$ cat src/rtl/cpu_ctrl_pkg.sv
// Shared opcodes, sequencer state encoding and strobe bundle for the CPU control unit.
package cpu_ctrl_pkg;

    localparam int OP_W = 5;

    localparam logic [4:0] OP_LD   = 5'b00000;
    localparam logic [4:0] OP_LDI  = 5'b00001;
    localparam logic [4:0] OP_ST   = 5'b00010;
    localparam logic [4:0] OP_ADD  = 5'b00011;
    localparam logic [4:0] OP_SUB  = 5'b00100;
    localparam logic [4:0] OP_AND  = 5'b00101;
    localparam logic [4:0] OP_OR   = 5'b00110;
    localparam logic [4:0] OP_ADDI = 5'b01100;
    localparam logic [4:0] OP_JR   = 5'b10101;
    localparam logic [4:0] OP_IN   = 5'b10110;
    localparam logic [4:0] OP_OUT  = 5'b10111;
    localparam logic [4:0] OP_MFHI = 5'b11000;
    localparam logic [4:0] OP_MFLO = 5'b11001;
    localparam logic [4:0] OP_NOP  = 5'b11010;
    localparam logic [4:0] OP_HALT = 5'b11011;

    localparam logic [2:0] STEP_FIRST = 3'd3;

    typedef enum logic [2:0] {
        S_RESET, S_T0, S_T1, S_T2, S_EXEC, S_HALT
    } state_e;

    typedef struct packed {
        logic pc_out, pc_in, inc_pc;
        logic mar_in, mdr_in, mdr_out, mem_read, ram_enable;
        logic gra, grb, grc, r_in, r_out, ba_out, c_out;
        logic y_in, z_in, zlow_out, zhigh_out, hi_out, lo_out;
        logic op_add, op_sub, op_and, op_or;
        logic ir_in, inport_out, outport_in, run;
    } ctrl_t;

    function automatic logic [2:0] last_step(input logic [4:0] op);
        case (op)
            OP_ADD, OP_SUB, OP_AND, OP_OR, OP_ADDI, OP_LDI: last_step = 3'd5;
            OP_LD, OP_ST:                                   last_step = 3'd7;
            default:                                        last_step = 3'd3;
        endcase
    endfunction

endpackage

$ cat src/rtl/control_decode.sv
// Combinational strobe decode from sequencer state, execute step and opcode.
module control_decode
    import cpu_ctrl_pkg::*;
(
    input  state_e     state_i,
    input  logic [2:0] step_i,
    input  logic [4:0] opcode_i,
    output ctrl_t      ctrl_o
);

    always_comb begin
        ctrl_o = '0;
        case (state_i)
            S_T0: begin
                ctrl_o.run = 1'b1; ctrl_o.pc_out = 1'b1; ctrl_o.mar_in = 1'b1;
                ctrl_o.inc_pc = 1'b1; ctrl_o.z_in = 1'b1;
            end
            S_T1: begin
                ctrl_o.run = 1'b1; ctrl_o.zlow_out = 1'b1; ctrl_o.pc_in = 1'b1;
                ctrl_o.mem_read = 1'b1; ctrl_o.ram_enable = 1'b1; ctrl_o.mdr_in = 1'b1;
            end
            S_T2: begin
                ctrl_o.run = 1'b1; ctrl_o.mdr_out = 1'b1; ctrl_o.ir_in = 1'b1;
            end
            S_EXEC: if (step_i >= STEP_FIRST) begin
                ctrl_o.run = 1'b1;
                case (opcode_i)
                    OP_ADD, OP_SUB, OP_AND, OP_OR, OP_ADDI: begin
                        case (step_i)
                            3'd3: begin ctrl_o.grb = 1'b1; ctrl_o.r_out = 1'b1; ctrl_o.y_in = 1'b1; end
                            3'd4: begin
                                ctrl_o.z_in   = 1'b1;
                                ctrl_o.grc    = (opcode_i != OP_ADDI);
                                ctrl_o.r_out  = (opcode_i != OP_ADDI);
                                ctrl_o.c_out  = (opcode_i == OP_ADDI);
                                ctrl_o.op_add = (opcode_i == OP_ADD) || (opcode_i == OP_ADDI);
                                ctrl_o.op_sub = (opcode_i == OP_SUB);
                                ctrl_o.op_and = (opcode_i == OP_AND);
                                ctrl_o.op_or  = (opcode_i == OP_OR);
                            end
                            3'd5: begin ctrl_o.zlow_out = 1'b1; ctrl_o.gra = 1'b1; ctrl_o.r_in = 1'b1; end
                            default: ;
                        endcase
                    end
                    // ldi/ld/st share the base+offset address computation
                    OP_LDI, OP_LD, OP_ST: begin
                        case (step_i)
                            3'd3: begin ctrl_o.grb = 1'b1; ctrl_o.ba_out = 1'b1; ctrl_o.y_in = 1'b1; end
                            3'd4: begin ctrl_o.c_out = 1'b1; ctrl_o.op_add = 1'b1; ctrl_o.z_in = 1'b1; end
                            3'd5: begin
                                ctrl_o.zlow_out = 1'b1;
                                ctrl_o.gra      = (opcode_i == OP_LDI);
                                ctrl_o.r_in     = (opcode_i == OP_LDI);
                                ctrl_o.mar_in   = (opcode_i != OP_LDI);
                            end
                            3'd6: begin
                                ctrl_o.mdr_in     = (opcode_i != OP_LDI);
                                ctrl_o.mem_read   = (opcode_i == OP_LD);
                                ctrl_o.ram_enable = (opcode_i == OP_LD);
                                ctrl_o.gra        = (opcode_i == OP_ST);
                                ctrl_o.r_out      = (opcode_i == OP_ST);
                            end
                            3'd7: begin
                                ctrl_o.mdr_out    = (opcode_i == OP_LD);
                                ctrl_o.gra        = (opcode_i == OP_LD);
                                ctrl_o.r_in       = (opcode_i == OP_LD);
                                ctrl_o.ram_enable = (opcode_i == OP_ST);
                            end
                            default: ;
                        endcase
                    end
                    OP_IN:   if (step_i == 3'd3) begin ctrl_o.gra = 1'b1; ctrl_o.r_in  = 1'b1; ctrl_o.inport_out = 1'b1; end
                    OP_OUT:  if (step_i == 3'd3) begin ctrl_o.gra = 1'b1; ctrl_o.r_out = 1'b1; ctrl_o.outport_in = 1'b1; end
                    OP_MFHI: if (step_i == 3'd3) begin ctrl_o.gra = 1'b1; ctrl_o.r_in  = 1'b1; ctrl_o.hi_out = 1'b1; end
                    OP_MFLO: if (step_i == 3'd3) begin ctrl_o.gra = 1'b1; ctrl_o.r_in  = 1'b1; ctrl_o.lo_out = 1'b1; end
                    OP_JR:   if (step_i == 3'd3) begin ctrl_o.gra = 1'b1; ctrl_o.r_out = 1'b1; ctrl_o.pc_in  = 1'b1; end
                    default: ;
                endcase
            end
            default: ;
        endcase
    end

endmodule

$ cat src/rtl/control_unit.sv
// Hardwired fetch/decode/execute sequencer driving the CPU datapath control strobes.
module control_unit
    import cpu_ctrl_pkg::*;
#(
    parameter int OPW = 5
) (
    input  logic        clock,
    input  logic        clear,
    input  logic [31:0] IR,
    output logic PCout, PCin, IncPC,
    output logic MARin, MDRin, MDRout, memRead, ramEnable,
    output logic Gra, Grb, Grc, Rin, Rout, BAout, Cout,
    output logic Yin, Zin, Zlowout, Zhighout, HIout, LOout,
    output logic ADD, SUB, AND, OR,
    output logic IRin, InPort_Out, OutPort_In,
    output logic Run
);

    state_e           state_q;
    logic [2:0]       step_q;
    logic [OPW-1:0]   opcode;
    logic             unused_ir_bits;
    ctrl_t            ctrl;

    assign opcode         = IR[31 -: OPW];
    assign unused_ir_bits = ^IR[31-OPW:0];

    // RESET: idle after clear | T0-T2: fetch | EXEC: steps 3..7 | HALT: parked until clear
    always_ff @(posedge clock or posedge clear) begin
        if (clear) begin
            state_q <= S_RESET;
            step_q  <= 3'd0;
        end else begin
            case (state_q)
                S_RESET: state_q <= S_T0;
                S_T0:    state_q <= S_T1;
                S_T1:    state_q <= S_T2;
                S_T2: begin
                    state_q <= S_EXEC;
                    step_q  <= STEP_FIRST;
                end
                S_EXEC: begin
                    if (step_q < STEP_FIRST)
                        state_q <= S_T0;
                    else if (opcode == OP_HALT)
                        state_q <= S_HALT;
                    else if (step_q >= last_step(opcode))
                        state_q <= S_T0;
                    else
                        step_q <= step_q + 3'd1;
                end
                S_HALT:  state_q <= S_HALT;
                default: state_q <= S_RESET;
            endcase
        end
    end

    control_decode u_decode (
        .state_i  (state_q),
        .step_i   (step_q),
        .opcode_i (opcode),
        .ctrl_o   (ctrl)
    );

    assign PCout       = ctrl.pc_out;
    assign PCin        = ctrl.pc_in;
    assign IncPC       = ctrl.inc_pc;
    assign MARin       = ctrl.mar_in;
    assign MDRin       = ctrl.mdr_in;
    assign MDRout      = ctrl.mdr_out;
    assign memRead     = ctrl.mem_read;
    assign ramEnable   = ctrl.ram_enable;
    assign Gra         = ctrl.gra;
    assign Grb         = ctrl.grb;
    assign Grc         = ctrl.grc;
    assign Rin         = ctrl.r_in;
    assign Rout        = ctrl.r_out;
    assign BAout       = ctrl.ba_out;
    assign Cout        = ctrl.c_out;
    assign Yin         = ctrl.y_in;
    assign Zin         = ctrl.z_in;
    assign Zlowout     = ctrl.zlow_out;
    assign Zhighout    = ctrl.zhigh_out;
    assign HIout       = ctrl.hi_out;
    assign LOout       = ctrl.lo_out;
    assign ADD         = ctrl.op_add;
    assign SUB         = ctrl.op_sub;
    assign AND         = ctrl.op_and;
    assign OR          = ctrl.op_or;
    assign IRin        = ctrl.ir_in;
    assign InPort_Out  = ctrl.inport_out;
    assign OutPort_In  = ctrl.outport_in;
    assign Run         = ctrl.run;

endmodule

$ cat config.mk
export PLATFORM = sky130hd
export DESIGN_NAME = control_unit
export DESIGN_NICKNAME = d
export VERILOG_FILES = /design/src/rtl/cpu_ctrl_pkg.sv /design/src/rtl/control_decode.sv /design/src/rtl/control_unit.sv
export SDC_FILE = /design/constraint.sdc
export NUM_CORES = 1
export LEC_CHECK = 0
export CORE_MARGIN = 1
export CORE_UTILIZATION = 40
export CTS_BUF_LIST = sky130_fd_sc_hd__clkbuf_8
export CTS_CLUSTER_DIAMETER = 30
export DETAILED_ROUTE_END_ITERATION = 12
export GPL_TIMING_DRIVEN = 0
export PLACE_DENSITY = 0.78
export RECOVER_POWER = 25
export REMOVE_ABC_BUFFERS = 1
export SYNTH_ARGS = -nofsm -noshare
export SYNTH_HDL_FRONTEND = slang
export SYNTH_SLANG_ARGS = --single-unit
$ cat constraint.sdc
create_clock -name clock -period 2.17 [get_ports clock]
set_input_delay 0.3255 -clock clock [delete_from_list [all_inputs] [get_ports clock]]
set_output_delay 0.3255 -clock clock [all_outputs]
set_load 0.005 [all_outputs]
== Word-level counts from Yosys, hierarchy flattened ==
Memory sizes are Yosys's and may differ from the RTL's.
Index checks and enable logic that the tools add are counted.

* Muxes and demuxes: 59
* Reductions and logical operators: 12
* Order comparisons: 3
* Add/subtract/negate cells: 1
* Equal/unequal tests: 29

{| class="wikitable"
|+ Operator list
! cell !! number
|-
| $mux W3 || 12
|-
| $eq A5 B5 Y1 const B || 6
|-
| $pmux W1 S2 || 11
|-
| $mux W1 || 21
|-
| $eq A3 B3 Y1 const B || 6
|-
| $pmux W3 S6 || 1
|-
| $eq A5 B3 Y1 const B || 3
|-
| $mux W15 || 1
|-
| $mux W6 || 2
|-
| $pmux W1 S3 || 4
|-
| $eq A5 B2 Y1 const B || 2
|-
| $reduce_or A5 Y1 || 2
|-
| $eq A3 B2 Y1 const B || 3
|-
| $reduce_or A3 Y1 || 3
|-
| $mux W8 || 1
|-
| $pmux W4 S2 || 1
|-
| $reduce_or A8 Y1 || 1
|-
| $ne A2 B2 Y1 const B || 3
|-
| $pmux W3 S2 || 1
|-
| $eq A5 B1 Y1 const B || 1
|-
| $eq A5 B4 Y1 const B || 1
|-
| $logic_not A5 Y1 || 1
|-
| $mux W5 || 1
|-
| $ne A5 B1 Y1 const B || 1
|-
| 15 further kinds || 15
|}

* Memories kept: 1
* ROM bits: 32
* Bits of input ports: 34
* Flip-flop bits (word level): 6
* Word-level logic and storage cells: 107

{| class="wikitable"
|+ Memory list
! memory !! depth !! width !! read ports !! clocked after Yosys merged registers in !! wr ports !! line !! RTL
|-
| (no name shown) || 16 || 2 || 1 || 0 || 0 || cpu_ctrl_pkg.sv:38 || <nowiki>case (op)</nowiki>
|}

== Depth between registers and ports, before layout ==
Gate-level depths: netlist of the first run.
An unclocked memory read counts as a cell.

* Depth after elaboration: 10
* Mapped depth: 8
* Gate-level depth less buffers: 7

== By module ==
A second synthesis of the first run with hierarchy kept.

* Cell total of the unflattened synthesis: 143
* Area, all modules: 997.2 um2

{| class="wikitable"
|+ Modules (own cells, without submodules)
! module !! area an instance (um2) !! instances !! cells each !! sequential area each (um2)
|-
| control_decode || 581.8 || 1 || 100 || 0.0
|-
| control_unit || 415.4 || 1 || 43 || 150.1
|}

== Worst setup path after synthesis of the first run ==
OpenSTA, ideal clock, no wires.

* Path type: input to register
* Start point: input IR[30]
* End point: register step_q[1]
* Setup slack: -0.082 ns
* Data required time: 2.051 ns
* Stages on the path: 8
* Path buffers: 1
* Arrival: 2.133 ns
* Path through: buf_6 -> a21o_1 -> a2111oi_4 -> ha_1 -> a21o_1 -> a2111oi_4 -> nand2_1 -> o21a_1

* Word-level cells in the longest chain between the ends: 8

{| class="wikitable"
|+ Ends and longest elaborated chain
! item !! line !! RTL
|-
| from (decl) || control_unit.sv:9 || <nowiki>input logic [31:0] IR,</nowiki>
|-
| $mem_v2 Z16 W2 || - ||
|-
| $mux W3 || cpu_ctrl_pkg.sv:38 ||
|-
| $mux W3 || control_unit.sv:45 || <nowiki>else if (opcode == OP_HALT)</nowiki>
|-
| $mux W3 || control_unit.sv:43 || <nowiki>if (step_q < STEP_FIRST)</nowiki>
|-
| $mux W3 || control_unit.sv:34 || <nowiki>case (state_q)</nowiki>
|-
| $ge A3 B3 Y1 || control_unit.sv:47 || <nowiki>else if (step_q >= last_step(opcode))</nowiki>
|-
| $ne A2 B2 Y1 (no line) || - ||
|-
| $reduce_and A4 Y1 (no line) * || - ||
|-
| to (signal assigned) || control_unit.sv:50 || <nowiki>step_q <= step_q + 3'd1;</nowiki>
|-
| to (decl) || control_unit.sv:20 || <nowiki>logic [2:0] step_q;</nowiki>
|}

Every way passes the cells marked *; elsewhere a longest branch is shown, timed or not. The select of a mux whose other input is x is not followed.
A chain may end at the register's enable or synchronous reset.

== Final worst setup path of the first run ==
* Start point: register step_q[0]
* End point: output Gra

* Word-level cells in the longest chain between the ends: 5

{| class="wikitable"
|+ Ends and longest elaborated chain
! item !! line !! RTL
|-
| $eq A3 B3 Y1, or another cell as far along || control_decode.sv:47 || <nowiki>case (step_i)</nowiki>
|-
| $pmux W1 S3, or another cell as far along || control_decode.sv:47 ||
|-
| $pmux W1 S3 || control_decode.sv:27 || <nowiki>case (opcode_i)</nowiki>
|-
| $mux W15 * || control_decode.sv:25 || <nowiki>S_EXEC: if (step_i >= STEP_FIRST) begin</nowiki>
|-
| $mux W8 * || control_decode.sv:13 || <nowiki>case (state_i)</nowiki>
|-
| to (decl) || control_unit.sv:12 || <nowiki>output logic Gra, Grb, Grc, Rin, Rout, BAout, Cout,</nowiki>
|}

Every way passes the cells marked *; elsewhere a longest branch is shown, timed or not.

==> metrics.md, run 1 <==
| Metric | Value |
|---|---|
| Failing checks | setup timing |
| Sequential fraction of the synthesis area | 0.1304 |
| Nets@finish | 254 |
| Sequential Power Share | 0.283 |
| Post-CTS Hold Fix Bufs | 0 |
| Ys async rst share | 1.000 |
| Die span in x | around 56 µm |
| Area leader, netlist | dfrtp_1 |
| Root Driver | clkbuf_8 |
| Row count | 19 |
| Yosys cell types | ~50 |
| Total of max-cap violations | 0 |
| Post-route ant nets | 0 |
| Share of cells above drive strength 1 | 0.4000 |
| Total number of vias | 1464 |
| Syn Area/Cell | 7.194 µm² |
| Setup Slack @ Placement | -0.9985 ns |
| Clock Latency Late Sink | about 0.24 ns |
| RR Startpoint | step_q[2]$_DFFE_PP0P_ |
| Max Root-Sink Buffers | 2 |
| Worst hold path class | in2async |
| Min Hold Slack | between 0.4 and 0.5 ns |
| CP endpoint | Gra |
| Worst path top cell family by delay | flip-flops |
| Final WL | approximately 4200 µm |
| Status | finished, violations left |
| Flops & latches, synth | 6 |
| CP Cell Sequence | ha_4, buf_4, ha_1, and3_1, a211oi_2, a2111oi_2, buf_2 |
| Switch share | 0.3188 |
| Slack of the critical path | -0.1086 ns |
| Top_reg_cell synth | dfrtp_1 |
| Fin crit share | 1.050 |
| Antenna Cells | 0 |
| Slew Limit Fails | 0 |
| Count leader, synth | nor2_1 |
| Leading cell types by count after synthesis | 18 x nor2_1, 15 x a21oi_1, 15 x nand2_1 |
| CTS sink cnt | 6 |
| Power density over cell area | about 220 nW/µm² |
| Ports | 63 |
| RSZ-0062 raised after global routing | true |
| Die area | 3096 µm² |
| Instance count of the mapped netlist | 160 |
| Part of the power in combinational logic | 0.263 |
| Final core occ | 0.6645 |
| Post-Syn Area | 1151 µm² |
| Post-DR vias/cell | approximately 6.1 |
| Stages on the worst setup path | 7 |
| Layout area overhead | 57.83% |
| Vias in the first global route | 1275 |
| Yosys Warn Count | 0 |
| Max Fanout on Critical Path | 4 |
| GRT overflow | 0 |
| Setup Skew | approximately 0.0024 ns |
| P_leak | approximately 0.83 nW |
| I/O Buffers | 34 |
| Switching power total | ~130 µW |
| P_int | 270.9 µW |
| EDFF count, synth | 0 |
| Largest net degree at the start of global routing | 21 |
| Final TNS setup | -0.2489 ns |
| R2R cell count | 6 |
| Final Wtd Congestion | between 0.8 and 0.9 |
| Starting Density | 0.4211 |
| Required @ worst endpoint | ~1.8 ns |
| First-pass DRT Iterations | 4 |
| Worst reg-to-reg setup slack | about 0.16 ns |
| Finished Cell Area | 1817 µm² |
| Placed cell areas | 1453 µm² |
| Core area | ~2700 µm² |
| Final setup violation count | 5 |
| CP arrival | around 2 ns |
| Worst setup EP type | output pin |
| Top-area cell type share of the netlist area | 0.1304 |
| Critical R2R Capture | step_q[2]$_DFFE_PP0P_ |
| DIE HEIGHT | 55.65 µm |
| Critical path type | reg2out |
| Worst Setup SP | step_q[0]$_DFFE_PP0P_ |
| Critical Path Max Stage Delay | ~0.46 ns |
| Initial antenna violation count | 0 |
| TritonCTS clock tree | yes |
| Max H-tree Level | 1 |
| Reg clk slew, reported paths | about 0.040 ns |
| First-pass GRT wire length | 5906 µm |
| Detail Placement HPWL | between 2000 and 2500 µm |
| Fmax | between 400 and 500 MHz |
| VDD IR max | roughly 0.32 mV |
| CP Launch Type | flop |
| Synth area leaders | dfrtp_1 13%, ha_1 8.7%, a21oi_1 6.5% |
| Final Hold Viols | 0 |
| Post-route minimum period | approximately 2.3 ns |
| Post-DR wirelength/cell | between 15 and 20 µm |
| Overall routing resource usage | 0.2336 |
| Total CTS buffers | 3 |
| Initial DRC Count | between 70 and 80 |
| Worst Path Buf+Inv | 2 |
| CP max stage cell | dfrtp_2 |
| Part of the power in the clock network | 0.455 |
| DRC Markers | 0 |
==> layout by cell type (no fill, tap or decap), types with 3 or more instances in the layout <==
cell | synthesis | routed
nor3_1 | 5 | 4
o21ai_2 | 1 | 3
nand2_1 | 15 | 13
a31oi_1 | 3 | 3
buf_2 | 8 | 4
o21ai_0 | 8 | 5
dfrtp_2 | 0 | 6
nand2b_1 | 7 | 6
inv_1 | 10 | 7
buf_4 | 3 | 24
a21o_1 | 3 | 3
dlygate4sd2_1 | 0 | 11
ha_1 | 8 | 3
buf_6 | 1 | 4
o21a_1 | 4 | 4
ha_4 | 0 | 4
clkbuf_8 | 0 | 3
nor2_1 | 18 | 16
a21oi_1 | 15 | 14
clkdlybuf4s50_1 | 0 | 8
clkbuf_2 | 0 | 5
nand4_1 | 3 | 3
==> routing by layer <==
| layer | global-route usage | routed length, µm | share of wire |
|---|---|---|---|
| met1 | 0.2880 | 1726 | 0.41 |
| met2 | 0.4131 | 2057 | 0.49 |
| met3 | 0.03488 | 304 | 0.073 |
| met4 | 0.07857 | 86 | 0.021 |
| met5 | 0 | 0 | 0 |
==> what timing repair did <==
action | in CTS | in global routing
resized for setup | 87 | 31
endpoints found under the setup margin | 30 | 15
pin swaps | 16 | 12
endpoints found under the hold margin | 0 | 0
buffers inserted | 18 | 8
==> cells by family (layout without fill, tap and decap cells) <==
| logic type | count (synthesis) | count (layout) | share of synthesized area |
|---|---|---|---|
| XOR/XNOR | 2 | 2 | 0.01522 |
| other | 1 | 1 | 0.003258 |
| adder cells (fa/ha/maj) | 9 | 9 | 0.09566 |
| AO/OA/AOI/OAI | 52 | 52 | 0.3337 |
| buffers and inverters | 23 | 73 | 0.1000 |
| multiplexers | 1 | 1 | 0.008696 |
| flip-flops | 6 | 6 | 0.1304 |
| AND/OR/NAND/NOR | 66 | 66 | 0.3130 |
==> state kept, by name, summed over array words and instances, names as in the netlist <==
signal   flops
state_q      3
step_q       3
==> stage by stage <==
step / std cells / total power [mW]
3_3_place_gp: 212 / 0.2002
5_1_grt: 241 / 0.4131
6_report: 241 / 0.3977
4_1_cts: 233 / 0.3798
3_5_place_dp: 212 / 0.2031
2_1_floorplan: 147 / 0.1640
==> worst min-delay path by stage <==
stage                        endpoint  slack [ns]  cells past startpoint
6_report       state_q[0]$_DFFE_PP0P_        0.46                      2
2_1_floorplan  state_q[0]$_DFFE_PP0P_        0.12                      1
5_1_grt        state_q[2]$_DFFE_PP0P_        0.49                      2
3_3_place_gp    step_q[0]$_DFFE_PP0P_        0.55                      2
3_5_place_dp    step_q[0]$_DFFE_PP0P_        0.57                      2
4_1_cts        state_q[2]$_DFFE_PP0P_        0.33                      2
==> final cells by class <==
| type | instances | area (µm²) |
|---|---|---|
| fill | 197 | 917.1 |
| clock buffer | 3 | 41.29 |
| multi-input combinational | 131 | 1036 |
| sequential | 6 | 157.7 |
| inverter | 10 | 42.54 |
| tap | 31 | 38.79 |
| timing repair buffer | 60 | 500.5 |
==> power by group through the flow <==
stage / Combinational (mW) / Sequential [mW] / Clock, mW
2_1_floorplan: 0.0501 / 0.114 / 0
3_3_place_gp: 0.0862 / 0.114 / 0
3_5_place_dp: 0.0891 / 0.114 / 0
4_1_cts: 0.0927 / 0.112 / 0.175
5_1_grt: 0.112 / 0.112 / 0.189
6_report: 0.104 / 0.112 / 0.181
Power figures use the tool's default switching activity.
==> run 2: changes to the inputs <==
Settings changed: SETUP_SLACK_MARGIN set to 0.2.
==> run 2 against run 1 <==
Against the previous run:
- largest power group unchanged
- utilization rose by 10 points
- setup slack got worse by 0.16 ns
- clock-buffer cell count is the same
- the flow still finishes with violations (setup timing)
- cell count up 8.3%
- critical endpoint is now Rout
- sequential share of layout area down 1.2 points
- clock power about the same
- die area unchanged
- combinational power grew 30%
- cell area increased by 16%
- via count increased by 20%
==> metrics.md, run 2 (synthesis gave the netlist of run 1 again) <==
| Metric | Value |
|---|---|
| First-pass DRT Iterations | 5 (+1) |
| Setup Slack @ Placement | -0.9985 ns (unchanged) |
| Row count | 19 (unchanged) |
| I/O Buffers | 34 (unchanged) |
| Slew headroom | 0.6606 |
| Status | finished, violations left |
| Total number of vias | 1751 (+20%) |
| Post-route minimum period | 2.436 ns (+0.1572 ns) |
| Met1 Use GR | 0.3814 (+0.09338) |
| Root Driver | clkbuf_8 |
| Share of cells above drive strength 1 | 0.5783 (+0.1783) |
| CP Launch Type | flop |
| Fin crit share | 1.122 (+0.07244) |
| Worst setup EP type | output pin |
| Max H-tree Level | 1 (unchanged) |
| Antenna Cells | 0 (unchanged) |
| Initial antenna violation count | 0 (unchanged) |
| Final core occ | 0.7684 (+0.1039) |
| Setup Skew | 0.005110 ns (+0.002668 ns) |
| Final Wtd Congestion | 0.8787 (unchanged) |
| Post-DR wirelength/cell | 22.17 µm (+28%) |
| Worst Setup SP | step_q[1]$_DFFE_PP0P_ |
| Worst hold path class | in2async |
| CTS sink cnt | 6 (unchanged) |
| Die span in x | 55.65 µm (unchanged) |
| Met3 Use GR | 0.05581 (+0.02093) |
| Ports | 63 (unchanged) |
| Final WL | 5786 µm (+39%) |
| Final TNS setup | -1.583 ns (-1.334 ns) |
| Nets@finish | 274 (+7.9%) |
| Most common cell after layout, fill and taps aside | buf_4 |
| Fmax | 410.5 MHz (-6.5%) |
| First-pass GRT wire length | 7514 µm (+27%) |
| Reg clk slew, reported paths | 0.04 ns (about the same) |
| Top Usage Layer GRT | met2 |
| R2R cell count | 6 (unchanged) |
| P_leak | 0.9975 nW (+20%) |
| Required @ worst endpoint | 1.84 ns (about the same) |
| CP arrival | 2.11 ns (+0.16 ns) |
| RSZ-0062 raised after global routing | true |
| Most frequent cells in the layout | 28 x buf_4, 21 x buf_2, 16 x buf_6, 12 x nand2_1, 12 x a21oi_1 |
| Total CTS buffers | 3 (unchanged) |
| Max Fanout on Critical Path | 6 (+2) |
| Top Registers | state_q x3, step_q x3 |
| Largest net degree at the start of global routing | 18 (-14%) |
| Vias in the first global route | 1526 (+20%) |
| Final Hold Viols | 0 (unchanged) |
| Slew @ Worst Pin | approximately 0.51 ns |
| Slack of the critical path | -0.2658 ns (-0.1572 ns) |
| VDD IR max | 0.3015 mV (-5.0%) |
| GRT overflow | 0 (unchanged) |
| TritonCTS clock tree | yes |
| Post-DR vias/cell | 6.709 (+10%) |
| Core area | 2734 µm² (unchanged) |
| Die area | 3096 µm² (unchanged) |
| Clock Latency Late Sink | 0.23 ns (about the same) |
| Post-route ant nets | 0 (unchanged) |
| Worst reg-to-reg setup slack | 0.15 ns (about the same) |
| Met2 Resource Use GR | 0.5095 (+0.09639) |
| Detail Placement HPWL | 2362 µm (unchanged) |
| RR Startpoint | step_q[2]$_DFFE_PP0P_ |
| Starting Density | 0.4211 (unchanged) |
| Max Root-Sink Buffers | 2 (unchanged) |
| Power density over cell area | 205.0 nW/µm² (-6.3%) |
| DRC Markers | 0 (unchanged) |
| Final setup violation count | 10 (+5) |
| Total of max-cap violations | 0 (unchanged) |
| Slew Limit Fails | 0 (unchanged) |
| Initial DRC Count | 206 (+160%) |
| Critical path type | reg2out |
| DIE HEIGHT | 55.65 µm (unchanged) |
| Layout area overhead | 82.50% |
| Overall routing resource usage | 0.3078 (+0.07421) |
| Failing checks | setup timing |
[run 2: cell count changes in the layout (fill, tap and decap cells not counted), sizes merged]
cell and delta:
buf +36, dlygate4sd2 -10, clkdlybuf4s50 -6, clkbuf -2
dlymetal6s2s +2, bufbuf +1, clkdlybuf4s15 -1
[run 2: layer usage]
layer	wire length, µm	share of wire	up-vias
li1	-	-	716
met1	2177	0.38	810
met5	0	0	-
met2	2544	0.44	177
met3	739	0.13	48
met4	325	0.056	0
[run 2: worst paths after layout]
kind                                               end
worst min register to register  state_q[1]$_DFFE_PP0P_
worst min-delay path             step_q[0]$_DFFE_PP0P_
worst max-delay path                              Rout
min in group clock              state_q[1]$_DFFE_PP0P_
worst max register to register   step_q[1]$_DFFE_PP0P_
max in group asynchronous       state_q[0]$_DFFE_PP0P_
[run 2: through the flow]
step	instances	hold WS, ns	area (µm²)	total power, mW
2_1_floorplan	147	0.1165	1074	0.1640
3_3_place_gp	212	0.5461	1453	0.2002
3_5_place_dp	212	0.5678	1453	0.2031
4_1_cts	250	0.3322	1881	0.4018
5_1_grt	261	0.5151	2101	0.4376
6_report	261	0.4945	2101	0.4307
[run 2: final cells by class]
cell class	instances	area (µm²)
fillers	148	633.1
multi-input cells	131	1129
inverters	10	40.04
clock buffers	3	41.29
flip-flops and latches	6	157.7
repair buffers	80	694.4
well taps	31	38.79
[run 2: where the power goes]
| part | internal [mW] | switching [mW] | leakage [nW] |
|---|---|---|---|
| clock network | 0.121 | 0.0626 | 0.0216 |
| registers | 0.112 | 0 | 0.0622 |
| logic | 0.0553 | 0.0801 | 0.914 |
[run 2: worst max-delay path, cell delays in order, from the launching register on]
cell and delay (ns):
dfrtp_2 0.45, ha_4 0.19, ha_4 0.18, nand4_1 0.17, o41ai_2 0.10, nand2b_1 0.20, buf_4 0.19, a211oi_2 0.23
buf_2 0.15
[run 2: timing repair]
item	4_1_cts	5_1_grt
buffers inserted	34	11
gates cloned	1	0
hold buffers	0	0
gates resized for setup	149	61
endpoints found under the setup margin	33	32
pin swaps	29	22
